[config.mk]
export PLATFORM = sky130hd
export DESIGN_NAME = uart_tx_ctrl
export DESIGN_NICKNAME = d
export VERILOG_FILES = /design/src/rtl/uart_pkg.sv /design/src/rtl/uart_tx_serializer.sv /design/src/rtl/uart_tx_ctrl.sv
export SDC_FILE = /design/constraint.sdc
export NUM_CORES = 1
export LEC_CHECK = 0
export BUFFER_PORTS_ARGS = -buffer_cell sky130_fd_sc_hd__buf_2
export CAP_MARGIN = 20
export CELL_PAD_IN_SITES_DETAIL_PLACEMENT = 2
export CELL_PAD_IN_SITES_GLOBAL_PLACEMENT = 2
export CORE_MARGIN = 5
export CORE_UTILIZATION = 33
export DETAILED_ROUTE_END_ITERATION = 8
export PLACE_DENSITY = 0.84
export SLEW_MARGIN = 20
export SYNTH_ARGS = -nofsm -noshare
export SYNTH_HDL_FRONTEND = slang
export SYNTH_SLANG_ARGS = --single-unit
[constraint.sdc]
create_clock -name CLK -period 1.98 [get_ports CLK]
set_input_delay 0.495 -clock CLK [delete_from_list [all_inputs] [get_ports CLK]]
set_output_delay 0.495 -clock CLK [all_outputs]
set_load 0.03 [all_outputs]
[src/rtl/uart_pkg.sv]
// Shared UART definitions: FSM states, serial line levels and parity type codes.
package uart_pkg;

    localparam int unsigned DATA_WIDTH_DEF = 8;

    localparam logic IDLE_LVL  = 1'b1;
    localparam logic START_LVL = 1'b0;
    localparam logic STOP_LVL  = 1'b1;

    localparam logic PAR_EVEN = 1'b0;
    localparam logic PAR_ODD  = 1'b1;

    typedef enum logic [2:0] {
        IDLE   = 3'd0,
        START  = 3'd1,
        DATA   = 3'd2,
        PARITY = 3'd3,
        STOP   = 3'd4
    } state_t;

endpackage

[src/rtl/uart_tx_serializer.sv]
// Payload shift register (LSB out first) with a data-bit counter and last-bit flag.
module uart_tx_serializer
    import uart_pkg::*;
#(
    parameter int unsigned DATA_WIDTH = DATA_WIDTH_DEF
) (
    input  logic                  CLK,
    input  logic                  RST,
    input  logic                  load,
    input  logic [DATA_WIDTH-1:0] load_data,
    input  logic                  shift,
    input  logic                  cnt_clr,
    output logic                  bit_c,
    output logic                  done_c
);

    localparam int unsigned CNT_W = (DATA_WIDTH > 1) ? $clog2(DATA_WIDTH) : 1;

    logic [DATA_WIDTH-1:0] shreg;
    logic [CNT_W-1:0]      cnt;

    // Clear has priority so the counter starts at 0 on the cycle DATA is entered.
    always_ff @(posedge CLK) begin
        if (RST) begin
            shreg <= '0;
            cnt   <= '0;
        end else begin
            if (load) begin
                shreg <= load_data;
            end else if (shift) begin
                shreg <= shreg >> 1;
            end
            if (cnt_clr) begin
                cnt <= '0;
            end else if (shift) begin
                cnt <= cnt + CNT_W'(1);
            end
        end
    end

    assign bit_c  = shreg[0];
    assign done_c = (cnt == CNT_W'(DATA_WIDTH - 1));

endmodule

[src/rtl/uart_tx_ctrl.sv]
// UART transmit frame sequencer: start, LSB-first data, optional parity, stop; one bit per CLK.
module uart_tx_ctrl
    import uart_pkg::*;
#(
    parameter int unsigned DATA_WIDTH = DATA_WIDTH_DEF
) (
    input  logic                  CLK,
    input  logic                  RST,
    input  logic [DATA_WIDTH-1:0] P_DATA,
    input  logic                  Data_Valid,
    input  logic                  PAR_EN,
    input  logic                  PAR_TYP,
    output logic                  TX_OUT,
    output logic                  Busy
);

    state_t state_q;
    state_t state_d;
    logic   tx_d;
    logic   busy_d;
    logic   load;
    logic   shift;
    logic   cnt_clr;
    logic   par_en_q;
    logic   par_q;
    logic   ser_bit_c;
    logic   ser_done_c;

    uart_tx_serializer #(
        .DATA_WIDTH (DATA_WIDTH)
    ) u_ser (
        .CLK       (CLK),
        .RST       (RST),
        .load      (load),
        .load_data (P_DATA),
        .shift     (shift),
        .cnt_clr   (cnt_clr),
        .bit_c     (ser_bit_c),
        .done_c    (ser_done_c)
    );

    // State, registered line outputs and the frame config latched at accept.
    always_ff @(posedge CLK) begin
        if (RST) begin
            state_q  <= IDLE;
            TX_OUT   <= IDLE_LVL;
            Busy     <= 1'b0;
            par_en_q <= 1'b0;
            par_q    <= 1'b0;
        end else begin
            state_q <= state_d;
            TX_OUT  <= tx_d;
            Busy    <= busy_d;
            if (load) begin
                par_en_q <= PAR_EN;
                par_q    <= (^P_DATA) ^ (PAR_TYP == PAR_ODD);
            end
        end
    end

    // tx_d/busy_d are the line values for the state being entered.
    always_comb begin
        state_d = state_q;
        tx_d    = IDLE_LVL;
        busy_d  = 1'b0;
        load    = 1'b0;
        shift   = 1'b0;
        cnt_clr = 1'b0;
        case (state_q)
            IDLE: begin
                if (Data_Valid) begin
                    state_d = START;
                    load    = 1'b1;
                    tx_d    = START_LVL;
                    busy_d  = 1'b1;
                end
            end
            START: begin
                state_d = DATA;
                shift   = 1'b1;
                cnt_clr = 1'b1;
                tx_d    = ser_bit_c;
                busy_d  = 1'b1;
            end
            DATA: begin
                busy_d = 1'b1;
                if (!ser_done_c) begin
                    shift = 1'b1;
                    tx_d  = ser_bit_c;
                end else if (par_en_q) begin
                    state_d = PARITY;
                    tx_d    = par_q;
                end else begin
                    state_d = STOP;
                    tx_d    = STOP_LVL;
                end
            end
            PARITY: begin
                state_d = STOP;
                tx_d    = STOP_LVL;
                busy_d  = 1'b1;
            end
            STOP: begin
                state_d = IDLE;
            end
            default: begin
                state_d = IDLE;
            end
        endcase
    end

endmodule

==> results of run 1 <==
-- routing by layer --
metal	GRT usage [%]	wire [um]
met5	0	0
met4	2.39	14
met2	21.0	1140
met3	4.14	88
met1	12.8	937
-- critical path: stages, from the launching register on --
cell	delay, ns
dfxtp_1	0.35
ha_1	0.20
ha_1	0.18
or3b_1	0.40
a21oi_4	0.19
buf_12	0.15
nor2_1	0.05
a211oi_1	0.21
-- power breakdown --
group / switching (mW) / internal, mW / total (mW)
clock: 0.115 / 0.112 / 0.227
sequential: 0.0279 / 0.396 / 0.424
combinational: 0.0956 / 0.0953 / 0.191
-- what timing repair did --
item | 4_1_cts | 5_1_grt
resized for setup | 0 | 0
setup endpoints to repair | 0 | 7
buffers inserted | 0 | 1
-- Yosys cell counts, drive strengths merged, types with 2 or more instances --
| library cell | count |
|---|---|
| nor2 | 14 |
| a21oi | 2 |
| nand2b | 4 |
| a22oi | 3 |
| o21bai | 2 |
| clkbuf | 4 |
| nor2b | 2 |
| a22o | 2 |
| a211oi | 7 |
| dfxtp | 18 |
| nor3 | 3 |
| buf | 2 |
| xnor2 | 4 |
| o21ai | 2 |
| mux2i | 8 |
| ha | 2 |
-- area by class of cell --
class	count	area, um2	share of cell area [%]
clock buffers	4	36.3	3.41
inverters	1	3.75	0.353
multi-input cells	70	520	48.9
flip-flops and latches	18	360	33.8
well taps	31	38.8	3.64
repair buffers	17	105	9.87
-- worst max-delay path by stage --
stage	from	endpoint	slack [ns]	depth (start not counted)
2_1_floorplan	u_ser.cnt[0]	u_ser.shreg[4]	0.21	7
3_3_place_gp	u_ser.cnt[0]	u_ser.shreg[6]	0.16	6
3_5_place_dp	u_ser.cnt[0]	u_ser.shreg[5]	0.09	6
4_1_cts	u_ser.cnt[0]	u_ser.shreg[5]	0.04	6
5_1_grt	u_ser.cnt[0]	u_ser.shreg[1]	0.02	7
6_report	u_ser.cnt[0]	u_ser.shreg[5]	0.15	7
-- flip-flops by register name, indices dropped and copies added (netlist names) --
signal       cells
Busy             1
par_q            1
u_ser.shreg      8
u_ser.cnt        3
TX_OUT           1
state_q          3
par_en_q         1
-- kinds of logic after synthesis --
family	share of synthesized area [%]
fa+ha+maj	2.75
xor+xnor	7.29
flops	39.6
buf+inv	3.71
mux	10.0
simple gates	16.9
compound gates	19.7
==> results_dict.tcl, run 1 <==
set metrics [dict create \
    layout_commonest_cell "dfxtp_1" \
    final_layout_size_suffix_gt1_share_pct 21.8 \
    slew_headroom_pct 69.4 \
    critical_path_class "register to register" \
    drt_iter0_markers 25 \
    io_buffers 14 \
    dp_hpwl_mm 1.64 \
    final_cell_mix "18 x dfxtp_1, 14 x nor2_1, 14 x buf_2" \
    row_count 19 \
    postLayoutCellArea_um2 1060 \
    antenna_found_initial 0 \
    nFillCells 318 \
    path_clk_slew_ns 0.10 \
    max_cap_viol_count 0 \
    synth_cells 95 \
    start_util_pct 33.6 \
    vias 756 \
    cts_root_buf "clkbuf_4" \
    powerDensity_nw_per_um2 791 \
    drv_slew 0 \
    cp.arrival_ns 2.04 \
    ir_worst_vdd_uv 589 \
    wl_per_cell_um 15.5 \
    first_global_vias 809 \
    yosysTopAreaCell "dfxtp_1" \
    post-route-util_pct 39.3 \
    cts_tree "done" \
    viasPerCell 5.36 \
    gp_congestion 0.728 \
    max_freq_mhz 547 \
    ios 15 \
    tns_ns 0 \
    clkSinkCount 18 \
    syn-num-nets 110 \
    drc 0 \
    grt_max_degree 18 \
    ff2ff_path_depth 7 \
    clk_latency_ns 0.29 \
    netlist.area_leader.share_pct 39.6 \
    cts_buffers 3 \
    crit_path_end_kind "register" \
    synth_edf_count 0 \
    holdPathEnd "par_en_q" \
    ys_top_cells_by_area "dfxtp_1 40%, mux2i_1 8.8%, a211oi_1 5.8%, nor2_1 5.8%, xnor2_1 3.9%" \
    numPlacedInstances 136 \
    p_leak_nw 0.458 \
    die_h_um 62.5 \
    timing.hold.ws_ns 0.443 \
    die_w_um 62.5 \
    ys_ff_latch 18 \
    holdCritPathClass "input pin to register" \
    post-place-ws_ns 0.0901 \
    cp_max_fo 15 \
    core_um2 2710 \
    setup_viol 0 \
    whs_path_depth 3 \
    reg2reg_slack_ns 0.15 \
    fin_total_pwr_uw 842 \
    die_area_um2 3910 \
    finalCritPeriodShare_pct 92.3 \
    timing.final.crit_period_ns 1.83 \
    setup_slack_ns 0.152 \
    syn_area_um2 910 \
    diodes 0 \
    reg2reg_from "u_ser.cnt[0]" \
    outcome "finished, final reports clean" \
    fin_skew_ns 0.00342 \
    stdcell_count 141 \
    dpl-instance-area_um2 1010 \
    route.antenna.remaining_nets 0 \
    syn_area_per_cell_um2 9.57 \
    h-tree-depth 1 \
    yosysWarningCount 0 \
    syn2layout_area_growth_pct 17.1 \
    tightest_slew_ns 0.459 \
    hold_viol 0 \
    grt-ovfl-total 0 \
    min-delay-start "PAR_EN" \
    start_kind "register" \
    cp.required_ns 2.19 \
    worstReg2RegEnd "u_ser.shreg[5]" \
    ys_types 33 \
    drt_first_pass_iters 3 \
    fin_nets 126 \
    ctsHoldBuffers 0 \
    track_usage_pct 11.6 \
    ys_seq_area_share_pct 39.6 \
    async_reset_ff_share_pct 0 \
    clock_path_buffers 2 \
    rsz0062_at_grt "no" \
    drt_wl_total_mm 2.18 \
    grt_pass1_wl_mm 3.68 \
    synth_flop_cell "dfxtp_1" \
]
(Power assumes the default switching activity.)
==> run 2: changes to the inputs <==
--- a/config.mk
+++ b/config.mk
@@ -9,7 +9,7 @@
 export CAP_MARGIN = 20
 export CELL_PAD_IN_SITES_DETAIL_PLACEMENT = 2
 export CELL_PAD_IN_SITES_GLOBAL_PLACEMENT = 2
-export CORE_MARGIN = 5
+export CORE_MARGIN = 1
 export CORE_UTILIZATION = 33
 export DETAILED_ROUTE_END_ITERATION = 8
 export PLACE_DENSITY = 0.84
==> results_dict.tcl, run 2 (synthesized netlist as in run 1, its figures left out) <==
set metrics [dict create \
    cts_root_buf "clkbuf_4" \
    drt_first_pass_iters 3 \
    antenna_found_initial 0 \
    timing.final.crit_period_ns 1.82 \
    multi_input_area_um2 515 \
    final_cell_mix "18 x dfxtp_1, 14 x nor2_1, 14 x buf_2" \
    reg2reg_slack_ns 0.16 \
    drc 0 \
    cts.repair.resized 0 \
    start_util_pct 35.7 \
    ir_worst_vdd_uv 378 \
    grt-ovfl-total 0 \
    syn2layout_area_growth_pct 14.9 \
    path_clk_slew_ns 0.11 \
    critical_path_class "register to register" \
    setup_viol 0 \
    ctsHoldBuffers 0 \
    crit_end "u_ser.shreg[5]" \
    grt_max_degree 18 \
    first_global_vias 792 \
    ios 15 \
    clkSinkCount 18 \
    vias 763 \
    largest_reg_flops 8 \
    slew_headroom_pct 69.3 \
    largest-register "u_ser.shreg" \
    max_cap_viol_count 0 \
    reg2reg_from "u_ser.cnt[0]" \
    core_um2 2540 \
    worstReg2RegEnd "u_ser.shreg[5]" \
    diodes 0 \
    rsz0062_at_grt "no" \
    drt_wl_total_mm 2.24 \
    drt_iter0_markers 5 \
    drv_slew 0 \
    finalCritPeriodShare_pct 92.0 \
    final_layout_size_suffix_gt1_share_pct 20.2 \
    io_buffers 14 \
    postCtsSetupBuffers 0 \
    cts_buffers 3 \
    ff2ff_path_depth 7 \
    row_count 18 \
    nFillCells 287 \
    reg.largest.list "u_ser.shreg (8), state_q (3), u_ser.cnt (3)" \
    clk_latency_ns 0.29 \
    crit_path_end_kind "register" \
    p_leak_nw 0.448 \
    tns_ns 0 \
    fin_nets 126 \
    cts_tree "done" \
    cp_max_fo 15 \
    start_kind "register" \
    regArea_um2 360 \
    h-tree-depth 1 \
    postLayoutCellArea_um2 1040 \
    wl_per_cell_um 16.1 \
    viasPerCell 5.49 \
    grt_pass1_wl_mm 3.63 \
    route.antenna.remaining_nets 0 \
    dp_hpwl_mm 1.67 \
    clock_path_buffers 2 \
    cp.required_ns 2.18 \
    tightest_slew_ns 0.460 \
    post-place-ws_ns 0.0878 \
    powerDensity_nw_per_um2 765 \
    hold_viol 0 \
    fin_skew_ns 0.0123 \
    dpl-instance-area_um2 1000 \
    layout_commonest_cell "dfxtp_1" \
    setup_slack_ns 0.159 \
    cp.arrival_ns 2.02 \
    holdCritPathClass "input pin to register" \
    track_usage_pct 17.6 \
    die_w_um 54.5 \
    die_area_um2 2970 \
    max_freq_mhz 549 \
    startpoint "u_ser.cnt[0]" \
    die_h_um 54.5 \
    gp_congestion 0.715 \
    outcome "finished, final reports clean" \
]
-- run 2: cell types whose count changed in the layout (fill, tap and decap cells not counted), sizes merged --
cell / delta
clkbuf: -1
-- run 2: cell type report --
type	count	share of cell area (%)
well taps	30	3.59
inverters	1	0.359
multi-input cells	70	49.3
flip-flops and latches	18	34.5
clock buffers	3	2.16
repair buffers	17	10.1
-- run 2: metrics by stage --
| step | hold slack (ns) | power [mW] | util [%] | instances |
|---|---|---|---|---|
| after floorplan | 0.449 | 0.563 | - | 95 |
| after global placement | 0.458 | 0.601 | 39.4 | 135 |
| after detailed placement | 0.472 | 0.615 | 39.4 | 135 |
| after CTS | 0.432 | 0.796 | 40.3 | 138 |
| after global routing | 0.445 | 0.841 | 41.1 | 139 |
| final | 0.440 | 0.799 | 41.1 | 139 |
-- run 2: worst min path at each step --
stage / cells past startpoint / to / slack (ns) / startpoint
after global routing: 2 / Busy / 0.45 / Data_Valid
after detailed placement: 2 / u_ser.shreg[7] / 0.47 / u_ser.shreg[7]
after CTS: 2 / Busy / 0.43 / Data_Valid
after floorplan: 2 / u_ser.shreg[7] / 0.45 / u_ser.shreg[7]
after global placement: 2 / u_ser.shreg[7] / 0.46 / u_ser.shreg[7]
final: 2 / Busy / 0.44 / Data_Valid
-- run 2: critical path, cell delays in order (launching register included) --
cell      delay, ns
dfxtp_1        0.34
ha_1           0.20
ha_1           0.19
or3b_1         0.40
a21oi_4        0.19
buf_12         0.15
nor2_1         0.05
a211oi_1       0.21
-- run 2: per-layer routing --
| metal | global-route usage, % | wire length (um) | vias to the layer above |
|---|---|---|---|
| met4 | 4.27 | 39 | 0 |
| met2 | 33.9 | 1160 | 13 |
| li1 | - | - | 375 |
| met5 | 0 | 0 | - |
| met1 | 18.2 | 968 | 371 |
| met3 | 5.28 | 70 | 4 |
-- run 2: power by group --
part / leakage, nW / total [mW] / internal, mW / switching, mW
logic: 0.286 / 0.192 / 0.0949 / 0.0971
registers: 0.148 / 0.424 / 0.396 / 0.0281
clock network: 0.0138 / 0.183 / 0.0706 / 0.112
total: 0.448 / 0.799 / 0.562 / 0.237
==> run 3: changes to the inputs <==
==> constraint.sdc (replaced) <==
create_clock -name CLK -period 1.98 [get_ports CLK]
set_input_delay 0.198 -clock CLK [delete_from_list [all_inputs] [get_ports CLK]]
set_output_delay 0.198 -clock CLK [all_outputs]
set_load 0.03 [all_outputs]
==> results_dict.tcl, run 3 (synthesized netlist as in run 1, its figures left out) <==
set metrics [dict create \
    track_usage_pct 18.6 \
    start_util_pct 35.7 \
    max_freq_mhz 531 \
    path_clk_slew_ns 0.10 \
    setup_viol 0 \
    largest-register "u_ser.shreg" \
    drt_iter0_markers 2 \
    critPathSlowestCell "or3b_1" \
    syn2layout_area_growth_pct 18.3 \
    wl_per_cell_um 16.0 \
    vias 773 \
    row_count 18 \
    power_switching_uw 247 \
    io_buffers 14 \
    holdCritPathClass "input pin to register" \
    critical_path_class "register to register" \
    cp_max_fo 3 \
    tightest_slew_ns 0.436 \
    cp.arrival_ns 2.10 \
    reg2reg_from "u_ser.cnt[0]" \
    largest_reg_flops 8 \
    die_h_um 54.5 \
    die_w_um 54.5 \
    ctsHoldBuffers 0 \
    final_layout_size_suffix_gt1_share_pct 23.7 \
    crit_path_end_kind "register" \
    drc 0 \
    dp_hpwl_mm 1.63 \
    cts.repair.resized 0 \
    final_cell_mix "18 x dfxtp_1, 14 x nor2_1, 14 x buf_2" \
    first_global_vias 822 \
    finalCritPeriodShare_pct 95.0 \
    startpoint "u_ser.cnt[0]" \
    antenna_found_initial 0 \
    start_kind "register" \
    h-tree-depth 1 \
    comb_power_share_pct 23.9 \
    outcome "finished, final reports clean" \
    gp_congestion 0.746 \
    core_um2 2540 \
    cp.buffers_inverters 2 \
    clkSinkCount 18 \
    timing.final.crit_period_ns 1.88 \
    grt-ovfl-total 0 \
    power_frac_seq_pct 49.3 \
    clock_path_buffers 2 \
    diodes 0 \
    grt_max_degree 18 \
    cts_buffers 3 \
    cts_root_buf "clkbuf_4" \
    viasPerCell 5.37 \
    p_leak_nw 0.470 \
    ff2ff_path_depth 8 \
    powerDensity_nw_per_um2 795 \
    dpl-instance-area_um2 1010 \
    post-route-util_pct 42.3 \
    drv_slew 0 \
    clk_latency_ns 0.30 \
    die_area_um2 2970 \
    swShare_pct 28.9 \
    ios 15 \
    fin_nets 130 \
    critPathTopFamily "simple AND/OR/NAND/NOR gates" \
    grt_pass1_wl_mm 3.75 \
    path_depth 8 \
    drt_wl_total_mm 2.30 \
    clock_power_share_pct 26.8 \
    layout_commonest_cell "dfxtp_1" \
    hold_viol 0 \
    max_cap_viol_count 0 \
    path_cells "ha_1 -> ha_1 -> or3b_1 -> a21oi_4 -> buf_4 -> buf_4 -> nor2_1 -> a211oi_1" \
    postLayoutCellArea_um2 1080 \
    reg.largest.list "u_ser.shreg (8), state_q (3), u_ser.cnt (3)" \
    cp.required_ns 2.19 \
    power.internal_uw 608 \
    min-delay-start "PAR_EN" \
    slew_headroom_pct 70.9 \
    route.antenna.remaining_nets 0 \
    whs_path_depth 3 \
    cp_slowest_stage_delay_ns 0.41 \
    fin_skew_ns 0.00481 \
    cts_tree "done" \
    ir_worst_vdd_uv 466 \
    drt_first_pass_iters 2 \
]
[run 3: per-layer routing]
metal	vias up	track usage (%)	share of wire [%]
met5	-	0	0
met4	0	9.83	3.7
met3	6	5.83	3.0
met2	15	33.3	51
met1	370	19.2	43
li1	382	-	-
[run 3: layout make-up]
| cell class | instances | area, um2 |
|---|---|---|
| Clock buffer | 4 | 36.3 |
| Fill cell | 286 | 1470 |
| Inverter | 1 | 3.75 |
| Multi-Input combinational cell | 70 | 515 |
| Sequential cell | 18 | 360 |
| Tap cell | 30 | 37.5 |
| Timing Repair Buffer | 21 | 123 |
[run 3: per-stage QoR]
step	setup TNS (ns)	std cells	setup WS, ns	hold WS [ns]	power (mW)
2_1_floorplan	0	95	0.212	0.316	0.563
6_report	0	144	0.0984	0.137	0.855
5_1_grt	-0.00354	144	-0.00354	0.140	0.906
3_3_place_gp	0	136	0.190	0.438	0.603
3_5_place_dp	0	136	0.00182	0.446	0.616
4_1_cts	0	143	0.0745	0.127	0.862
[run 3: timing repair]
action / CTS / global route
pin swaps: 1 / 1
buffers inserted: 3 / 1
hold endpoints to repair: 0 / 0
endpoints found under the setup margin: 1 / 1
[run 3: final timing paths]
path | to | slack, ns
worst min-delay path | par_en_q | 0.14
worst max register to register | u_ser.shreg[4] | 0.1
worst max-delay path | u_ser.shreg[4] | 0.1
worst min register to register | u_ser.shreg[7] | 0.49
[run 3: worst reg2reg max path: cells and delay by family (launching register included)]
kind            cells  cell delay (ns)
simple gates        2             0.44
fa+ha+maj           2             0.40
compound gates      2             0.38
flops               1             0.34
buf+inv             2             0.24
[run 3: power groups by stage]
stage	combinational, mW	clock (mW)	sequential (mW)
floorplan	0.137	0	0.426
global placement	0.176	0	0.427
detailed placement	0.187	0	0.429
CTS	0.200	0.241	0.421
global route	0.227	0.252	0.427
finish	0.204	0.230	0.421
